==> config.mk <==
export PLATFORM = sky130hd
export DESIGN_NAME = coriolis_stream_source
export DESIGN_NICKNAME = d
export VERILOG_FILES = /design/src/rtl/tybec_stream_pkg.sv /design/src/rtl/coriolis_stream_skid_fifo.sv /design/src/rtl/coriolis_stream_source.sv
export SDC_FILE = /design/constraint.sdc
export NUM_CORES = 1
export LEC_CHECK = 0
export BUFFER_PORTS_ARGS = -buffer_cell sky130_fd_sc_hd__buf_4
export CAP_MARGIN = 15
export CORE_AREA = 2 2 173 175
export CTS_CLUSTER_DIAMETER = 200
export CTS_CLUSTER_SIZE = 12
export DETAILED_ROUTE_END_ITERATION = 8
export DIE_AREA = 0 0 175 177
export PLACE_DENSITY = 0.87
export SLEW_MARGIN = 10
export SYNTH_ARGS = -nofsm -noshare
export SYNTH_HDL_FRONTEND = slang
export SYNTH_HIERARCHICAL = 1
export SYNTH_SLANG_ARGS = --single-unit
==> constraint.sdc <==
create_clock -name clk -period 8.75 [get_ports clk]
set_input_delay 2.1875 -clock clk [delete_from_list [all_inputs] [get_ports clk]]
set_output_delay 2.1875 -clock clk [all_outputs]
set_load 0.005 [all_outputs]
==> src/rtl/tybec_stream_pkg.sv <==
// Shared types and defaults for the kernel input-stream source.
// Latency: n/a (types and constants only).
// Backpressure: n/a.
package tybec_stream_pkg;

  localparam int STREAMW_DEF = 34;
  localparam int CNTW_DEF    = 32;

  typedef enum logic [1:0] {
    S_IDLE  = 2'd0,
    S_RUN   = 2'd1,
    S_DRAIN = 2'd2,
    S_DONE  = 2'd3
  } state_e;

endpackage

==> src/rtl/coriolis_stream_skid_fifo.sv <==
// Small per-lane skid FIFO between a memory-side stream and one kernel lane.
// Latency: word pushed at cycle t is visible on head_dat_o/head_vld_o at t+1.
// Backpressure: push_rdy_o drops when full at cycle start; no full-bypass on pop.
// Ports: clk/rst (async active-high); push_vld_i/push_rdy_o/push_dat_i write side;
//        pop_i removes the head; head_vld_o/head_dat_o present the registered head.
module coriolis_stream_skid_fifo #(
  parameter int W     = 34,
  parameter int DEPTH = 2
) (
  input  logic         clk,
  input  logic         rst,
  input  logic         push_vld_i,
  output logic         push_rdy_o,
  input  logic [W-1:0] push_dat_i,
  input  logic         pop_i,
  output logic         head_vld_o,
  output logic [W-1:0] head_dat_o
);

  localparam int AW = $clog2(DEPTH);
  localparam int CW = AW + 1;
  localparam logic [CW-1:0] FULL_CNT = CW'(DEPTH);

  logic [W-1:0]  mem_q [DEPTH];
  logic [AW-1:0] wr_q, rd_q;
  logic [CW-1:0] cnt_q;
  logic          push, pop;

  // Fullness is judged on the occupancy at cycle start, so a same-cycle pop
  // never opens room for a push in that cycle.
  assign push_rdy_o = (cnt_q != FULL_CNT);
  assign push       = push_vld_i & push_rdy_o;
  assign pop        = pop_i & head_vld_o;

  assign head_vld_o = (cnt_q != '0);
  assign head_dat_o = mem_q[rd_q];

  always_ff @(posedge clk or posedge rst) begin
    if (rst) begin
      for (int i = 0; i < DEPTH; i++) mem_q[i] <= '0;
      wr_q  <= '0;
      rd_q  <= '0;
      cnt_q <= '0;
    end else begin
      if (push) begin
        mem_q[wr_q] <= push_dat_i;
        wr_q        <= wr_q + 1'b1;
      end
      if (pop) rd_q <= rd_q + 1'b1;
      cnt_q <= cnt_q + CW'(push) - CW'(pop);
    end
  end

endmodule

==> src/rtl/coriolis_stream_source.sv <==
// Producer for the coriolis kernel: merges x and un memory streams into aligned kernel lanes.
// Latency: mem word accepted at t appears on x_s0/un_s0 at t+1; 1 pair/cycle sustained.
// Backpressure: both lanes pop only together on iready; mem_*_ready drops on a full lane FIFO.
// Ports: clk/rst (async active-high); start/nwords run control; busy/done status;
//        mem_{x,un}_{data,valid,ready} memory side; {x,un}_s0/ivalid_{x,un}_s0/iready kernel side.
module coriolis_stream_source
  import tybec_stream_pkg::*;
#(
  parameter int STREAMW = STREAMW_DEF,
  parameter int CNTW    = CNTW_DEF,
  parameter int FIFOD   = 2
) (
  input  logic               clk,
  input  logic               rst,
  input  logic               start,
  input  logic [CNTW-1:0]    nwords,
  output logic               busy,
  output logic               done,
  input  logic [STREAMW-1:0] mem_x_data,
  input  logic               mem_x_valid,
  output logic               mem_x_ready,
  input  logic [STREAMW-1:0] mem_un_data,
  input  logic               mem_un_valid,
  output logic               mem_un_ready,
  output logic [STREAMW-1:0] x_s0,
  output logic               ivalid_x_s0,
  output logic [STREAMW-1:0] un_s0,
  output logic               ivalid_un_s0,
  input  logic               iready
);

  state_e          state_q;
  logic [CNTW-1:0] n_q;
  logic [CNTW-1:0] fx_q, fx_d;
  logic [CNTW-1:0] fu_q, fu_d;
  logic [CNTW-1:0] iss_q, iss_d;
  logic            busy_q, done_q;
  logic            x_rdy, u_rdy;
  logic            push_x, push_u, fire;

  // Each lane fetches independently, but stops at exactly N words.
  assign mem_x_ready  = (state_q == S_RUN) && x_rdy && (fx_q != n_q);
  assign mem_un_ready = (state_q == S_RUN) && u_rdy && (fu_q != n_q);
  assign push_x       = mem_x_valid & mem_x_ready;
  assign push_u       = mem_un_valid & mem_un_ready;

  // The kernel ANDs the lane valids, so a pair moves only when both heads are
  // present; popping one lane alone would misalign x and un for good.
  assign fire = ivalid_x_s0 & ivalid_un_s0 & iready;

  assign fx_d  = fx_q + CNTW'(push_x);
  assign fu_d  = fu_q + CNTW'(push_u);
  assign iss_d = iss_q + CNTW'(fire);

  assign busy = busy_q;
  assign done = done_q;

  coriolis_stream_skid_fifo #(
    .W     (STREAMW),
    .DEPTH (FIFOD)
  ) u_fifo_x (
    .clk        (clk),
    .rst        (rst),
    .push_vld_i (push_x),
    .push_rdy_o (x_rdy),
    .push_dat_i (mem_x_data),
    .pop_i      (fire),
    .head_vld_o (ivalid_x_s0),
    .head_dat_o (x_s0)
  );

  coriolis_stream_skid_fifo #(
    .W     (STREAMW),
    .DEPTH (FIFOD)
  ) u_fifo_un (
    .clk        (clk),
    .rst        (rst),
    .push_vld_i (push_u),
    .push_rdy_o (u_rdy),
    .push_dat_i (mem_un_data),
    .pop_i      (fire),
    .head_vld_o (ivalid_un_s0),
    .head_dat_o (un_s0)
  );

  // Transitions look at next-state counts so done lands the cycle right after
  // the final pair fire, with busy dropping in the same cycle.
  always_ff @(posedge clk or posedge rst) begin
    if (rst) begin
      state_q <= S_IDLE;
      n_q     <= '0;
      fx_q    <= '0;
      fu_q    <= '0;
      iss_q   <= '0;
      busy_q  <= 1'b0;
      done_q  <= 1'b0;
    end else begin
      fx_q  <= fx_d;
      fu_q  <= fu_d;
      iss_q <= iss_d;
      case (state_q)
        S_IDLE: begin
          if (start) begin
            n_q   <= nwords;
            fx_q  <= '0;
            fu_q  <= '0;
            iss_q <= '0;
            if (nwords == '0) begin
              state_q <= S_DONE;
              done_q  <= 1'b1;
            end else begin
              state_q <= S_RUN;
              busy_q  <= 1'b1;
            end
          end
        end
        S_RUN: begin
          if (fx_d == n_q && fu_d == n_q) state_q <= S_DRAIN;
        end
        S_DRAIN: begin
          if (iss_d == n_q) begin
            state_q <= S_DONE;
            busy_q  <= 1'b0;
            done_q  <= 1'b1;
          end
        end
        S_DONE: begin
          state_q <= S_IDLE;
          done_q  <= 1'b0;
        end
        default: begin
          state_q <= S_IDLE;
          busy_q  <= 1'b0;
          done_q  <= 1'b0;
        end
      endcase
    end
  end

endmodule

Word-level counts from Yosys, hierarchy flattened
Index checks and enable logic that the tools add are counted.
{"block": "totals", "ff_bits": 276, "latch_bits": 0, "ramBits": 0, "romBits": 0, "input_bits": 106, "out_inout_bits": 74, "memories": 0}
{"block": "classes", "add_sub_neg": 11, "multipliers": 0, "div_mod_pow": 0, "n_lt_le_gt_ge": 6, "eq_ne": 15, "shifts": 0, "mux": 31, "n_bitwise": 12, "n_reduce_logical": 17}
{"cell": "$mux W34", "count": 8}
{"cell": "$mux W32", "count": 6}
{"cell": "$bwmux W68", "count": 2}
{"cell": "$add A32 B1 Y32", "count": 3}
{"cell": "$eq A32 B32 Y1", "count": 3}
{"cell": "$demux W34 S1", "count": 2}
{"cell": "$ne A32 B32 Y1", "count": 2}
{"cell": "$logic_not A32 Y1", "count": 1}
{"cell": "$ne A2 B2 Y1 const B", "count": 6}
{"cell": "$and A1 B1 Y1", "count": 8}
{"cell": "$ge A2 B2 Y1 const B", "count": 4}
{"cell": "$mux W2", "count": 4}
{"cell": "$not A1 Y2", "count": 4}
{"cell": "$pmux W2 S4", "count": 1}
{"cell": "$reduce_and A4 Y1", "count": 2}
{"cell": "$logic_and A1 B1 Y1", "count": 7}
{"cell": "$mux W1", "count": 6}
{"cell": "$reduce_bool A2 Y1", "count": 3}
{"cell": "$add A1 B1 Y1 const B", "count": 4}
{"cell": "$add A2 B1 Y2", "count": 2}
{"cell": "$eq A2 B2 Y1 const B", "count": 2}
{"cell": "$lt A2 B1 Y1 const B", "count": 2}
{"cell": "$sub A2 B1 Y2", "count": 2}
{"cell": "$pmux W1 S3", "count": 1}
{"cell": "7 further kinds", "count": 7}

Logic depth before layout (Yosys ltp)
{"block": "depth", "word_depth": 9, "depth_mapped": 18, "mapped_depth_nobuf": 17}

By module
The synthesis kept the hierarchy.
{"module": "coriolis_stream_source", "instances": 1, "cells_per_inst": 1017, "area_per_inst_um2": 9271.4}
{"module": "coriolis_stream_skid_fifo at u_fifo_x", "instances": 1, "cells_per_inst": 204, "area_per_inst_um2": 3311.9}
{"module": "coriolis_stream_skid_fifo at u_fifo_un", "instances": 1, "cells_per_inst": 199, "area_per_inst_um2": 3288.2}

Least setup slack after synthesis
OpenSTA, ideal clock, no wires.
{"block": "synth_timing", "kind": "in2reg", "from": "in mem_un_valid", "to": "reg state_q[1]", "setup_time_ns": 0.079, "t_arrival_ns": 5.223, "required_ns": 8.671, "setup_slack_ns": 3.448, "stages": 12, "path_buffers": 0, "path_cell_list": "and2_1 -> ha_1 -> ha_1 -> nand4_2 -> or4_4 -> or4_4 -> a211oi_2 -> nand4_1 -> nor4_1 -> a41o_1 -> o21a_2 -> mux2i_1"}
{"block": "synth_via", "elab_chain_len": 6}
{"element": "start, declared", "line": "coriolis_stream_source.sv:23", "source": "input logic mem_un_valid,"}
{"element": "$and A1 B1 Y1", "line": "coriolis_stream_source.sv:45", "source": "assign push_u = mem_un_valid & mem_un_ready;"}
{"element": "$add A32 B1 Y32", "line": "coriolis_stream_source.sv:52", "source": "assign fu_d = fu_q + CNTW'(push_u);"}
{"element": "$eq A32 B32 Y1", "line": "coriolis_stream_source.sv:118", "source": "if (fx_d == n_q && fu_d == n_q) state_q <= S_DRAIN;"}
{"element": "$logic_and A1 B1 Y1", "line": "coriolis_stream_source.sv:118"}
{"element": "$ne A2 B1 Y1 (no source line)"}
{"element": "$reduce_and A3 Y1 (no source line)"}
{"element": "end signal, assigned", "line": "coriolis_stream_source.sv:118"}
{"element": "end signal, assigned", "line": "coriolis_stream_source.sv:122", "source": "state_q <= S_DONE;"}
{"element": "end signal, assigned", "line": "coriolis_stream_source.sv:128", "source": "state_q <= S_IDLE;"}
{"element": "end, declared", "line": "coriolis_stream_source.sv:32", "source": "state_e state_q;"}
No other way between the ends.
A chain may end at the register's enable or synchronous reset.

Worst setup path in the final report
{"block": "layout_timing", "from": "in iready", "to": "reg done_q, in the netlist done"}
{"block": "layout_via", "elab_chain_len": 5}
{"element": "start, declared", "line": "coriolis_stream_source.sv:29", "source": "input logic iready"}
{"element": "$and A1 B1 Y1", "line": "coriolis_stream_source.sv:49", "source": "assign fire = ivalid_x_s0 & ivalid_un_s0 & iready;"}
{"element": "via fire", "line": "coriolis_stream_source.sv:39", "source": "logic push_x, push_u, fire;"}
{"element": "$add A32 B1 Y32", "line": "coriolis_stream_source.sv:53", "source": "assign iss_d = iss_q + CNTW'(fire);"}
{"element": "$eq A32 B32 Y1", "line": "coriolis_stream_source.sv:121", "source": "if (iss_d == n_q) begin"}
{"element": "$ne A2 B2 Y1 (no source line)"}
{"element": "$reduce_and A4 Y1 (no source line)"}
{"element": "end signal, assigned", "line": "coriolis_stream_source.sv:124", "source": "done_q <= 1'b1;"}
{"element": "end signal, assigned", "line": "coriolis_stream_source.sv:129", "source": "done_q <= 1'b0;"}
{"element": "end signal, assigned", "line": "coriolis_stream_source.sv:134", "source": "done_q <= 1'b0;"}
{"element": "end, declared", "line": "coriolis_stream_source.sv:37", "source": "logic busy_q, done_q;"}
The timed path passes the listed nets, and every way through them passes these cells.

==> results.md <==
- The die area is 0.0310 mm2.
- The antenna diode count is 0.
- The total overflow left after global routing is 0.
- The startpoint identified for the worst hold timing path is u_fifo_x/mem_q[49].
- The area taken by multi-input logic gates is 0.00837 mm2.
- The analysis attributes to cell leakage a power of 8.55 nW.
- The data arrival time at the worst-slack endpoint is 5820 ps.
- The first-pass iteration count of the detailed router is 6.
- The initial utilization of the core area, before any placement, comes to 0.543.
- The overall routed net length is 41300 um.
- The number of placed instances, taps included, is 1901.
- Derived from the worst setup path, the maximum achievable clock frequency is 185 MHz.
- The overall global routing resource usage is 0.264.
- The depth of the most critical reg-to-reg path is 17.
- The via count of the first global-routing pass is 11741.
- The CTS buffer count is 26.
- After clock tree synthesis, the repair step resized 0 gates.
- During synthesis, Yosys emitted a total of 6 warnings.
- The clock latency of the later-clocked register in the worst-skew pair is 550 ps.
- The cell count after synthesis came out at 1420.
- STA classifies the critical path endpoint as a flip-flop.
- Once layout is complete, the cells apart from fillers number 1928.
- The worst register-to-register path ends at state_q[1].
- The total area of sequential cells is 0.00691 mm2.
- Of the post-synthesis cell area, the dominant cell type holds 0.435.
- CTS built an H-tree with a depth of 1.
- The global-route met2 utilization is 0.431.
- The headroom to the max-slew limit is 0.312.
- Counting instances, the worst hold path has a depth of 1.
- Input and output buffers added on the ports amount to 179.
- The class of the tightest hold or removal check is flip-flop to flip-flop.
- The total buffers and inverters traversed by the critical path is 1.
- The number of nets handed over by synthesis was 1540.
- The total of endpoints with negative setup slack in the final report is 0.
- The residual DRC count is 0.
- The initial antenna violation count was 0.
- The final routed wire length divided by cell count is 21.4 um.
- In the layout the commonest cells are sky130_fd_sc_hd__dfrtp_1, sky130_fd_sc_hd__buf_4, sky130_fd_sc_hd__mux2_2.
- The clock skew is 14.0 ps.
- The clock tree from TritonCTS is built.
- The register-to-register setup slack is 3490 ps.
- The via count is 11661.
- The busiest layer in global routing is met2.
- For met1 alone, demand over resource in global routing was 0.355.
- The final-report hold violation count came to 0.
- Once detail routing completed, the nets flagged for antenna violations numbered 0.
- Dividing the final minimum period by the clock period gives 0.618.
- The relative area change from synthesis to final layout is 13.0%.
- In this design, the stage delay of the slowest critical-path cell is 700 ps.
- The buffer levels on the longest clock path is 3.
- The height of the die is 177 um.
- The post-layout minimum cycle time is 5410 ps.
- The clock net in this run drives a total of 276 sinks.
- The floorplan die width is 175 um.
- The category of the worst setup path launch point is a primary input.
- The synthesized area is 0.0159 mm2.
- Traced cell by cell, the critical path runs through buf_4 -> and3_1 -> ha_1 -> ha_1 -> nand3_1 -> nor4_1 -> and3_1 -> o31ai_1 -> nor4b_1 -> nand4_1 -> nor3_2 -> mux2i_1 -> o221ai_1.
- The worst hold path terminates at u_fifo_x/mem_q[49].
- The master of the slowest instance on the critical path is sky130_fd_sc_hd__nor4_1.
- The half-perimeter wire length after placement is 30000 um.
- Entering global routing, the biggest net connects 97 pins.
- Sorting the synthesized cells by area gives the leading types as sky130_fd_sc_hd__dfrtp_1, sky130_fd_sc_hd__mux2_2, sky130_fd_sc_hd__xnor2_1.
- The number of different library cells in the post-synthesis netlist is 83.
- Row generation in the floorplan step produced 63 rows.
- On the critical path the largest part of the delay comes from simple AND/OR/NAND/NOR gates.
- For this run, the leading register cell type out of synthesis is sky130_fd_sc_hd__dfrtp_1.
- At the pin with the least slew margin, the transition time is 1030 ps.
- The global-route wire length before repair is 64900 um.
- The clock slew seen by the registers of the worst setup and hold paths is 60 ps.
- In the final design database the tool counted 1659 nets.
- For this run, global-route usage on met3 was measured as 0.0389.
- Setup repair after global routing left no endpoint under its margin.
- In this run the standard cell core region covers 0.0292 mm2.
- The post-route setup TNS is 0 ps.
- In the routed layout, each cell is associated on average with a via count of 6.05.
- The run finished with clean final reports.
- The first routing iteration left 1064 violations.
- The type of the setup path with the least slack is primary input to flip-flop.
- Counting flops with an async set or reset pin after synthesis yields a share of 1.00.
- Clock tree synthesis selected as its root buffer the cell sky130_fd_sc_hd__clkbuf_16.
- Max-cap violations in this run came to 0.
- The maximum fanout encountered on the critical timing path is 8.
- The most common cell after layout, fill and taps aside is sky130_fd_sc_hd__dfrtp_1.
- Of the synthesized area, sequential elements account for 0.435.
- IR analysis of the VDD net gives a maximum drop of 0.118 mV.
- The I/O pin count is 180.
- The post-synthesis sequential element count is 276.
- Of all cell types, the one taking the most synthesized area is sky130_fd_sc_hd__dfrtp_1.
- Routability-driven placement finished with a final weighted congestion of 0.977.
- The count of flip-flops with a built-in enable after synthesis is 0.
- The number of max-slew violations in the final report came to 0.
- Data on the critical path is required at its endpoint by 9160 ps.
- The total power per unit cell area is 130 mW/mm2.
- The worst register-to-register path begins at n_q[8].
- After filler insertion, the fill cell instance count of the layout stands at 2279.
- The hold buffer count at cts is 0.
- Buffers added to address setup during post-CTS repair amount to 0.
- In the final layout, the share of cells above drive strength 1 is 0.311.
- The synthesized area per cell is 11.2 um2.
worst register-to-register path, cell delays in order (launching register included):
cell	delay, ps
sky130_fd_sc_hd__dfrtp_1	660
sky130_fd_sc_hd__xor2_1	200
sky130_fd_sc_hd__or4_1	550
sky130_fd_sc_hd__nor4_1	260
sky130_fd_sc_hd__nand4_1	170
sky130_fd_sc_hd__and3_1	250
sky130_fd_sc_hd__and2_1	290
sky130_fd_sc_hd__ha_1	280
sky130_fd_sc_hd__ha_1	320
sky130_fd_sc_hd__or3_1	350
sky130_fd_sc_hd__a222oi_1	300
sky130_fd_sc_hd__nand3_1	150
sky130_fd_sc_hd__nor4_1	220
sky130_fd_sc_hd__nand4_1	180
sky130_fd_sc_hd__nor4_1	360
sky130_fd_sc_hd__a41o_1	290
sky130_fd_sc_hd__o21a_2	190
sky130_fd_sc_hd__mux2i_1	180
where the power goes:
part           leakage (nW)  total (mW)  switching (mW)  internal [mW]
logic                  4.43      0.0712          0.0390         0.0322
registers              3.80        1.28               0           1.28
clock network         0.327       0.991           0.469          0.522
sequential cells by signal, indices dropped and copies added (netlist names), 2 cells and up:
| name | count |
|---|---|
| u_fifo_x/mem_q | 68 |
| state_q | 2 |
| iss_q | 32 |
| fx_q | 32 |
| fu_q | 32 |
| u_fifo_un/mem_q | 68 |
| n_q | 32 |
| u_fifo_x/cnt_q | 2 |
| u_fifo_un/cnt_q | 2 |
metal layers:
layer | routed length (um) | share of wire
met1 | 17500 | 0.42
met2 | 19300 | 0.47
met4 | 1820 | 0.044
met3 | 2710 | 0.066
met5 | 0 | 0
cell type report:
| type | count | share of cell area |
|---|---|---|
| multi-input cells | 1022 | 0.467 |
| flip-flops and latches | 276 | 0.385 |
| repair buffers | 185 | 0.0774 |
| clock buffers | 26 | 0.0363 |
| well taps | 390 | 0.0272 |
| inverters | 28 | 0.00614 |
| clock inverters | 1 | 0.000907 |
metrics by stage:
stage                      util  hold slack [ps]  worst slack [ps]  area [um2]  total power, mW
after floorplan               -              460              3040       15900             1.32
after global placement    0.590              477              2930       17300             1.37
after detailed placement  0.590              489              2790       17300             1.37
after CTS                 0.613              503              3370       17900             2.36
after global routing      0.613              513              3040       17900             2.41
final                     0.613              501              3340       17900             2.34
synth_stat cells (all sizes together), types with 3 or more instances:
cell,n
nor3,31
a21oi,18
a221oi,3
nand3,42
nand4,58
o31ai,6
mux2i,9
ha,14
o311ai,3
o2111ai,6
xnor3,12
buf,43
a211o,3
xor2,77
or4,14
inv,28
dfrtp,276
o211ai,3
clkbuf,51
and3,16
nor2,118
mux2,231
and4,16
nand2b,5
or3,13
a31oi,6
and2,9
and3b,3
o221ai,3
or2,5
o21ai,22
nor4b,5
nor2b,22
o21a,6
a2bb2oi,3
xnor2,110
nand4b,3
nand2,60
nor4,36
worst max path at each step:
stage / startpoint / end / slack [ps] / cells past startpoint
floorplan: rst / busy / 3040 / 1
global placement: mem_x_valid / state_q[1] / 2930 / 12
detailed placement: iready / done / 2790 / 13
CTS: iready / done / 3370 / 13
global route: iready / done / 3040 / 13
finish: iready / done / 3340 / 13
logic make-up after synthesis:
logic type      Yosys count  share of synthesized area
simple gates            461                      0.162
flops                   276                      0.435
mux                     240                      0.184
xor+xnor                200                      0.122
buf+inv                 122                     0.0375
compound gates          107                     0.0484
fa+ha+maj                14                     0.0110
No activity file was read; power rests on OpenSTA's default activity.
